==> config.mk <==
export PLATFORM = sky130hd
export DESIGN_NAME = frame_readout
export DESIGN_NICKNAME = d
export VERILOG_FILES = /design/src/rtl/frame_pkg.sv /design/src/rtl/frame_word_fifo.sv /design/src/rtl/frame_readout.sv
export SDC_FILE = /design/constraint.sdc
export NUM_CORES = 1
export LEC_CHECK = 0
export ABC_AREA = 1
export BUFFER_PORTS_ARGS = -buffer_cell sky130_fd_sc_hd__buf_2
export CORE_MARGIN = 4
export CORE_UTILIZATION = 52
export CTS_CLUSTER_DIAMETER = 150
export DETAILED_ROUTE_END_ITERATION = 16
export GPL_ROUTABILITY_DRIVEN = 0
export PLACE_DENSITY = 0.69
export SYNTH_ARGS = -nofsm -noshare
export SYNTH_HDL_FRONTEND = slang
export SYNTH_HIERARCHICAL = 1
export SYNTH_SLANG_ARGS = --single-unit
==> constraint.sdc <==
create_clock -name clk -period 3.4 [get_ports clk]
set_input_delay 0.17 -clock clk [delete_from_list [all_inputs] [get_ports clk]]
set_output_delay 0.17 -clock clk [all_outputs]
set_load 0.01 [all_outputs]
==> src/rtl/frame_pkg.sv <==
// rtl/frame_pkg.sv - shared constants and state type for the frame readout path
package frame_pkg;

   localparam int FRAME_WIDTH         = 320;
   localparam int FRAME_HEIGHT        = 256;
   localparam int PIXELS_PER_WORD     = 2;
   localparam int FRAME_WORDS_DEFAULT = FRAME_WIDTH * FRAME_HEIGHT / PIXELS_PER_WORD;

   typedef enum logic [1:0] {
      FRD_IDLE  = 2'd0,
      FRD_REQ   = 2'd1,
      FRD_DATA  = 2'd2,
      FRD_DRAIN = 2'd3
   } frd_state_t;

endpackage

==> src/rtl/frame_word_fifo.sv <==
// rtl/frame_word_fifo.sv - show-ahead word FIFO with occupancy count
module frame_word_fifo #(
   parameter int  DEPTH = 16,
   parameter int  WIDTH = 32,
   localparam int AW    = $clog2(DEPTH),
   localparam int CW    = $clog2(DEPTH + 1)
) (
   input  logic             clk,
   input  logic             resetn,
   input  logic             wr_en,
   input  logic [WIDTH-1:0] wr_data,
   input  logic             rd_en,
   output logic [WIDTH-1:0] rd_data,
   output logic [CW-1:0]    count,
   output logic             full,
   output logic             empty
);

   logic [WIDTH-1:0] mem_q [DEPTH];
   logic [AW-1:0]    wr_ptr_q;
   logic [AW-1:0]    rd_ptr_q;
   logic [CW-1:0]    count_q;
   logic             do_wr;
   logic             do_rd;

   assign full    = (count_q == CW'(DEPTH));
   assign empty   = (count_q == '0);
   assign do_wr   = wr_en && !full;
   assign do_rd   = rd_en && !empty;
   assign rd_data = mem_q[rd_ptr_q];
   assign count   = count_q;

   // Storage is not reset: the pointers alone define which entries are live.
   always_ff @(posedge clk) begin
      if (do_wr) begin
         mem_q[wr_ptr_q] <= wr_data;
      end
   end

   // Pointer and occupancy bookkeeping; depth is a power of two so pointers wrap.
   always_ff @(posedge clk or negedge resetn) begin
      if (!resetn) begin
         wr_ptr_q <= '0;
         rd_ptr_q <= '0;
         count_q  <= '0;
      end else begin
         if (do_wr) wr_ptr_q <= wr_ptr_q + AW'(1);
         if (do_rd) rd_ptr_q <= rd_ptr_q + AW'(1);
         case ({do_wr, do_rd})
            2'b10:   count_q <= count_q + CW'(1);
            2'b01:   count_q <= count_q - CW'(1);
            default: count_q <= count_q;
         endcase
      end
   end

endmodule

==> src/rtl/frame_readout.sv <==
// rtl/frame_readout.sv - bursts a stored frame out of HyperRAM as a 16-bit pixel stream
module frame_readout
   import frame_pkg::*;
#(
   parameter int          FRAME_WORDS = FRAME_WORDS_DEFAULT,
   parameter int          BURST_LEN   = 8,
   parameter logic [31:0] BASE_ADDR   = 32'd0
) (
   input  logic        clk,
   input  logic        resetn,
   input  logic        start,
   output logic        busy,
   output logic        done,
   output logic        rd_req,
   output logic [31:0] rd_addr,
   input  logic        rd_ack,
   input  logic        rd_valid,
   input  logic [31:0] rd_d,
   output logic [15:0] output_d,
   output logic        output_rdy,
   input  logic        output_next,
   output logic        output_error
);

   localparam int DEPTH = 2 * BURST_LEN;
   localparam int CW    = $clog2(DEPTH + 1);
   localparam int BW    = $clog2(BURST_LEN);
   localparam int WCW   = $clog2(FRAME_WORDS + 1);

   if ((FRAME_WORDS % BURST_LEN) != 0) begin : g_bad_frame_words
      $error("FRAME_WORDS must be a multiple of BURST_LEN");
   end

   frd_state_t       state_q, state_d;
   logic [31:0]      addr_q, addr_d;
   logic [WCW-1:0]   words_q, words_d;
   logic [BW-1:0]    beat_q, beat_d;
   logic             err_q, err_d;
   logic [31:0]      hold_q, hold_d;
   logic             half_q, half_d;
   logic             hold_vld_q, hold_vld_d;

   logic             fifo_wr;
   logic             fifo_rd;
   logic [31:0]      fifo_rd_data;
   logic [CW-1:0]    fifo_count;
   logic [CW-1:0]    fifo_free;
   logic             fifo_full;
   logic             fifo_empty;

   frame_word_fifo #(
      .DEPTH (DEPTH),
      .WIDTH (32)
   ) u_fifo (
      .clk     (clk),
      .resetn  (resetn),
      .wr_en   (fifo_wr),
      .wr_data (rd_d),
      .rd_en   (fifo_rd),
      .rd_data (fifo_rd_data),
      .count   (fifo_count),
      .full    (fifo_full),
      .empty   (fifo_empty)
   );

   // A burst is only requested when the whole burst is guaranteed to fit.
   assign fifo_free    = CW'(DEPTH) - fifo_count;
   assign rd_req       = (state_q == FRD_REQ) && (fifo_free >= CW'(BURST_LEN));
   assign rd_addr      = addr_q;
   assign busy         = (state_q != FRD_IDLE);
   assign output_rdy   = hold_vld_q;
   assign output_d     = half_q ? hold_q[15:0] : hold_q[31:16];
   assign output_error = err_q;

   // Burst sequencing: request, collect beats, advance address, drain at end of frame.
   always_comb begin
      state_d = state_q;
      addr_d  = addr_q;
      words_d = words_q;
      beat_d  = beat_q;
      err_d   = err_q;
      fifo_wr = 1'b0;
      done    = 1'b0;
      case (state_q)
         FRD_IDLE: begin
            if (start) begin
               words_d = '0;
               beat_d  = '0;
               err_d   = 1'b0;
               addr_d  = BASE_ADDR;
               state_d = FRD_REQ;
            end
         end
         FRD_REQ: begin
            if (rd_req && rd_ack) begin
               words_d = words_q + WCW'(BURST_LEN);
               beat_d  = '0;
               state_d = FRD_DATA;
            end
         end
         FRD_DATA: begin
            if (rd_valid) begin
               // An overflowing beat is dropped but still counts toward the burst.
               if (fifo_full) err_d = 1'b1;
               else           fifo_wr = 1'b1;
               beat_d = beat_q + BW'(1);
               if (beat_q == BW'(BURST_LEN - 1)) begin
                  addr_d  = addr_q + 32'(BURST_LEN);
                  state_d = (words_q == WCW'(FRAME_WORDS)) ? FRD_DRAIN : FRD_REQ;
               end
            end
         end
         FRD_DRAIN: begin
            if (fifo_empty && !hold_vld_q) begin
               done    = 1'b1;
               state_d = FRD_IDLE;
            end
         end
         default: state_d = FRD_IDLE;
      endcase
      // Beats outside a burst are discarded and flagged.
      if (rd_valid && (state_q != FRD_DATA)) err_d = 1'b1;
   end

   // Unpacker: upper half first, reload straight from the FIFO on the lower half so words chain without a bubble.
   always_comb begin
      hold_d     = hold_q;
      half_d     = half_q;
      hold_vld_d = hold_vld_q;
      fifo_rd    = 1'b0;
      if (!hold_vld_q) begin
         fifo_rd = !fifo_empty;
      end else if (output_next) begin
         if (!half_q)          half_d = 1'b1;
         else if (!fifo_empty) fifo_rd = 1'b1;
         else                  hold_vld_d = 1'b0;
      end
      if (fifo_rd) begin
         hold_d     = fifo_rd_data;
         half_d     = 1'b0;
         hold_vld_d = 1'b1;
      end
   end

   // Control state registers.
   always_ff @(posedge clk or negedge resetn) begin
      if (!resetn) begin
         state_q <= FRD_IDLE;
         addr_q  <= BASE_ADDR;
         words_q <= '0;
         beat_q  <= '0;
         err_q   <= 1'b0;
      end else begin
         state_q <= state_d;
         addr_q  <= addr_d;
         words_q <= words_d;
         beat_q  <= beat_d;
         err_q   <= err_d;
      end
   end

   // Unpacker holding register.
   always_ff @(posedge clk or negedge resetn) begin
      if (!resetn) begin
         hold_q     <= '0;
         half_q     <= 1'b0;
         hold_vld_q <= 1'b0;
      end else begin
         hold_q     <= hold_d;
         half_q     <= half_d;
         hold_vld_q <= hold_vld_d;
      end
   end

endmodule

Word-level counts from Yosys, hierarchy flattened
Memory sizes are Yosys's and may differ from the RTL's. A register that Yosys moved wholly into a read port is not among the register bits.
Cells that the tools add are included.

storage, ports and cells
  flip-flop bits (word level) = 69
  RAM bits = 512
  input port bits = 38
  output and inout bits = 53
  logic and storage cells = 106
  memories = 1

memories
  memory        depth  width  rd ports  clocked after Yosys merged registers in  write ports  RTL line               RTL
  u_fifo.mem_q  16     32     1         1                                        1            frame_word_fifo.sv:19  logic [WIDTH-1:0] mem_q [DEPTH];

operators by class
  add/sub/neg operators = 8
  magnitude comparators = 1
  equal/unequal tests = 17
  multiplexer cells = 43
  reduce and logical (&&, ||, !) cells = 26

operators by type and width
  operator                                                                              number
  32-bit two-way mux                                                                    3
  32-bit one-hot mux with 2 select lines                                                1
  16-bit two-way mux                                                                    3
  32-bit by 4-bit adder with 32-bit output (second input constant)                      1
  16-bit one-hot mux with 2 select lines                                                1
  1-bit two-way mux                                                                     22
  16-bit by 4-bit adder with 16-bit output (second input constant)                      1
  16-bit == test (second input constant)                                                1
  2-bit two-way mux                                                                     6
  4-bit AND reduction                                                                   3
  2-bit nonzero test                                                                    6
  2-bit != test (second input constant)                                                 5
  5-bit one-hot mux with 2 select lines                                                 1
  3-bit two-way mux                                                                     3
  3-bit one-hot mux with 3 select lines                                                 1
  4-bit by 1-bit adder with 4-bit output (second input constant)                        2
  2-bit one-hot mux with 4 select lines                                                 1
  2-bit == test (second input constant)                                                 3
  1-bit logical AND                                                                     6
  3-bit != test (second input constant)                                                 2
  3-bit nonzero test                                                                    2
  5-bit by 1-bit adder with 5-bit output (second input constant)                        1
  5-bit == test (second input constant)                                                 1
  5-bit by 4-bit greater-or-equal comparator with 1-bit output (second input constant)  1
  other kinds (14)                                                                      18

Logic depth before layout (Yosys ltp)
  depth after elaboration = 8
  depth in mapped cells = 18
  depth with buffers taken out = 17

By module
The synthesis kept the hierarchy.

by module, submodules not included
  module           instances  cells an instance  area an instance (um2)  sequential area each (um2)
  frame_word_fifo  1          2113               22187.5                 15700.1
  frame_readout    1          711                4760.8                  2052.0

Worst setup path after synthesis
Ideal clock, no wire load.

  path kind = reg2reg
  start point = reg state_q[0]
  end point = mem u_fifo.mem_q[0][0] (enable)
  library setup time = 0.421 ns
  arrival = 2.628 ns
  required time = 2.979 ns
  setup slack = 0.351 ns
  cell stages (with the launch flop) = 9
  path buffers = 1
  period minus slack after synthesis = 3.049 ns
  cell sequence = dfrtp_1 > buf_6 > nor2_4 > inv_1 > nor3_1 > nand2_1 > inv_1 > nand2_1 > nor2_1

on the way
  longest elaborated chain between the ends = 5

RTL lines
  element                                  RTL line               RTL
  start, declared                          frame_readout.sv:34    frd_state_t state_q, state_d;
  start signal, assigned                   frame_readout.sv:154   state_q <= state_d;
  2-bit == test                            frame_readout.sv:84    case (state_q)
  1-bit two-way mux                        frame_readout.sv:84
  via fifo_wr                              frame_readout.sv:43    logic fifo_wr;
  1-bit logical AND                        frame_word_fifo.sv:28  assign do_wr = wr_en && !full;
  1-bit two-way mux                        frame_word_fifo.sv:35  if (do_wr) begin
  1-bit two-way mux (not written as such)  frame_word_fifo.sv:36  mem_q[wr_ptr_q] <= wr_data;
  end, declared                            frame_word_fifo.sv:19

The timed path passes the listed nets, and every way through them passes these cells.

Worst setup path in the final report
  start point = reg u_fifo.count_q[4], in the netlist u_fifo/count[4]
  end point = reg u_fifo.count_q[4], in the netlist u_fifo/count[4]

on the way
  longest elaborated chain between the ends = 8
  elaborated cells between the ends (all ways) = 19
  classes of those cells = add/sub (2); eq/ne (3); mux (8); reduce/logical (6)

RTL lines
  element                                                                             RTL line               RTL
  start, declared                                                                     frame_word_fifo.sv:22  logic [CW-1:0] count_q;
  start signal, assigned                                                              frame_word_fifo.sv:50  2'b10: count_q <= count_q + CW'(1);
  start signal, assigned                                                              frame_word_fifo.sv:51  2'b01: count_q <= count_q - CW'(1);
  start signal, assigned                                                              frame_word_fifo.sv:52  default: count_q <= count_q;
  5-bit zero test *                                                                   frame_word_fifo.sv:27  assign empty = (count_q == '0);
  via fifo_empty                                                                      frame_readout.sv:49    logic fifo_empty;
  1-bit two-way mux                                                                   frame_readout.sv:135   else if (!fifo_empty) fifo_rd = 1'b1;
  1-bit two-way mux                                                                   frame_readout.sv:134   if (!half_q) half_d = 1'b1;
  1-bit two-way mux                                                                   frame_readout.sv:133   end else if (output_next) begin
  1-bit two-way mux                                                                   frame_readout.sv:131   if (!hold_vld_q) begin
  1-bit logical AND *                                                                 frame_word_fifo.sv:29  assign do_rd = rd_en && !empty;
  via u_fifo.do_rd                                                                    frame_word_fifo.sv:24  logic do_rd;
  2-bit by 1-bit == test with 1-bit output / 2-bit == test (equally long branches)    frame_word_fifo.sv:49  case ({do_wr, do_rd})
  5-bit one-hot mux with 2 select lines / 2-bit nonzero test (equally long branches)  n/a

The timed path passes the listed nets; every way through them passes the cells marked *.
A chain may end at the register's enable or synchronous reset.

==> results.py <==
metrics = {
    "outcome": {
        "status": "completed",
    },
    "timing": {
        "finalMaxSlewViolations": 0,
        "timing.fmax_ghz": 0.389,
        "relSlewSlack": 0.256,
        "hold_violations": 0,
        "period_minus_slack_ps": 2570,
        "setup_ws_ps": 829,
        "timing.hold.ws_ps": 14.1,
        "tns_ps": 0,
        "finClkSkew_ps": 20.2,
        "rsz0062_at_grt": "no",
        "tightest_slew_ps": 1110,
        "setup-violations-final": 0,
        "timing.final.crit_share": 0.756,
    },
    "logic_synthesis": {
        "synthesis.area_sq_um": 26900,
        "synth.distinct_cells": 29,
        "synth_largest_area_cell": "edfxtp_1",
        "syn_area_per_cell_sq_um": 9.54,
        "ys_seq_area_frac": 0.659,
        "yosys_register_bits": 607,
        "synth_area_leaders": "edfxtp_1 57%, nand2_1 16%, dfrtp_1 8.8%, nand3_1 4.4%, nor2_1 4.1%",
        "yosys_warnings": 6,
        "syn_inst": 2824,
        "yosysMostFrequentCell": "nand2_1",
        "synthFlopType": "edfxtp_1",
        "synth-edff-count": 512,
        "synthTopCellsByCount": "1178 x nand2_1, 512 x edfxtp_1, 296 x nor2_1",
        "synthArstFlopShare": 0.157,
        "netlist.area_leader.share": 0.571,
    },
    "finish": {
        "layout-drive-gt1-share": 0.0887,
        "antennaDiodeCount": 0,
        "final_nets": 2974,
        "utilization": 0.598,
        "fin_area_sq_um": 30700,
        "synthToLayoutAreaGrowth_pct": 13.8,
    },
    "global_route": {
        "overflow": 0,
        "grt_pass1_vias": 18300,
        "grt_max_degree": 171,
        "grt_first_pass_wirelength_mm": 105,
        "grt_use_total": 0.242,
        "antenna_found_initial": 0,
    },
    "cts": {
        "clock_path_buffers": 3,
        "cts_made_buffers": 67,
        "worstSkewPairLatency_ps": 590,
        "post_cts_resized": 0,
        "tritoncts": "yes",
        "ctsHtreeMaxLevel": 3,
        "clk_pin_slew_ps": 60,
        "cts_root_buf": "clkbuf_16",
        "cts_setup_buffers": 0,
        "cts.sinks": 607,
    },
    "floorplanning": {
        "dieArea_sq_um": 55500,
        "core_area_sq_um": 51300,
        "ios": 91,
        "die-height_um": 236,
        "die_w_um": 236,
        "start_util": 0.525,
        "num_rows": 83,
    },
    "worst_hold_path": {
        "hold_end": "u_fifo/mem_q[1][30]$_DFFE_PP_",
        "hold_depth": 1,
        "min_path_type": "primary input to flop",
        "worstHoldStart": "rd_d[30]",
    },
    "setup_path": {
        "reg2reg_from": "u_fifo/count[4]$_DFFE_PN0P_",
        "r2r_setup_slack_ps": 830,
        "startpoint_type": "flop",
        "worstSetupPathType": "flop to flop",
        "reg2regPathDepth": 17,
        "end_kind": "flop",
        "crit_fanout": 6,
        "r2r-end": "u_fifo/count[4]$_DFFE_PN0P_",
        "cp.arrival_ps": 3050,
        "required_ps": 3880,
    },
    "route": {
        "dr.pass1.iters": 6,
        "post_drt_wl_per_cell_um": 18.7,
        "ant_nets": 0,
        "drc": 0,
        "wirelength_mm": 68.2,
        "drt-vias-per-instance": 5.32,
        "drtIter0Drc": 1994,
        "vias": 19400,
    },
    "job": {
        "maxCapViolCount": 0,
    },
    "place": {
        "hpwl_mm": 41.5,
        "place_ws_ps": 875,
        "io_buffers": 87,
        "place_area_sq_um": 28300,
    },
    "power": {
        "ir_drop_uv": 553,
        "power_leakage_nw": 13.1,
        "p_per_area_nw_per_um2": 781,
    },
}
## where the power goes
part | switching [mW] | internal, mW | total [mW]
Sequential | 0.337 | 8.53 | 8.86
Clock | 2.89 | 4.38 | 7.27
Combinational | 5.71 | 2.11 | 7.81
## timing repair
item | 4_1_cts | 5_1_grt
endpoints found under the setup margin | 0 | 0
hold buffers | 18 | 0
endpoints found under the hold margin | 191 | 0
## critical path, cell delays in order (launching register included)
cell	delay, ps
dfrtp_1	430
inv_1	80
nand4_1	130
inv_1	100
nor2_4	110
nand2_1	140
inv_1	140
ha_1	280
inv_1	110
fa_1	420
inv_1	80
nand2_1	60
nand2_1	100
nand2_1	60
nand2_1	60
nand2_1	50
nand2_1	50
nand2_1	50
## metal layers
layer	GRT usage	wire length [um]
met5	0	0
met1	0.345	28800
met3	0.0515	5970
met4	0.0676	1650
met2	0.381	31800
## cells in the final DEF (no fill, tap or decap), types with 3 or more instances in the layout
master and instances:
inv_1 268, dfrtp_1 92, nand3_1 239, nor2_2 4, nand2_2 3, nand4_1 31
buf_4 27, o21ai_0 11, inv_2 4, ha_1 13, xor2_1 9, inv_6 5
a21oi_1 9, edfxtp_1 512, buf_12 16, nor2_1 280, nand2_1 1178, nor2_4 20
conb_1 3, bufinv_16 8, xnor2_1 5, clkbuf_1 18, dlygate4sd3_1 18, clkbuf_16 68
buf_2 86, nor3_1 5, o21ai_1 9, clkinv_1 9, clkbuf_8 3, clkinv_2 8
## layout make-up
class / instances / area [sq um]
clock buffers: 89 / 1810
clock inverters: 33 / 402
flip-flops and latches: 607 / 17800
fillers: 4238 / 20600
well taps: 680 / 851
inverters: 273 / 1030
repair buffers: 147 / 1130
multi-input cells: 1826 / 7670
## flip-flops by register name, indices dropped and copies added, names as in the netlist
| signal | flops |
|---|---|
| state_q | 2 |
| output_error | 1 |
| half_q | 1 |
| output_rdy | 1 |
| u_fifo/wr_ptr_q | 4 |
| beat_q | 3 |
| u_fifo/count | 5 |
| rd_addr | 29 |
| u_fifo/rd_ptr_q | 4 |
| u_fifo/mem_q | 512 |
| words_q | 13 |
| hold_q | 32 |
## stage by stage
stage,cells,power (mW)
2_1_floorplan,2826,14.1
3_3_place_gp,3515,16.5
3_5_place_dp,3515,16.7
4_1_cts,3655,24.0
5_1_grt,3655,25.3
6_report,3655,24.0
## how the worst max path moves through the flow
| stage | from | end | slack (ps) | cells past startpoint |
|---|---|---|---|---|
| after floorplan | state_q[0]$_DFFE_PN0P_ | u_fifo/mem_q[0][0]$_DFFE_PP_ | 350 | 8 |
| final | u_fifo/count[4]$_DFFE_PN0P_ | u_fifo/count[4]$_DFFE_PN0P_ | 830 | 17 |
| after global routing | u_fifo/count[4]$_DFFE_PN0P_ | u_fifo/count[4]$_DFFE_PN0P_ | 590 | 17 |
| after global placement | u_fifo/count[0]$_DFFE_PN0P_ | u_fifo/count[4]$_DFFE_PN0P_ | 930 | 17 |
| after detailed placement | u_fifo/count[4]$_DFFE_PN0P_ | u_fifo/count[4]$_DFFE_PN0P_ | 870 | 17 |
| after CTS | u_fifo/count[4]$_DFFE_PN0P_ | u_fifo/count[4]$_DFFE_PN0P_ | 860 | 17 |
## logic make-up (layout without fill, tap and decap cells)
logic type	Yosys count	after routing	share of synthesized area
buf+inv	393	542	0.0615
other cells	1	3	0.000139
simple gates	1765	1765	0.263
fa+ha+maj	14	14	0.00678
xor+xnor	14	14	0.00455
compound gates	30	30	0.00566
flops	607	607	0.659
Power figures use the tool's default switching activity.
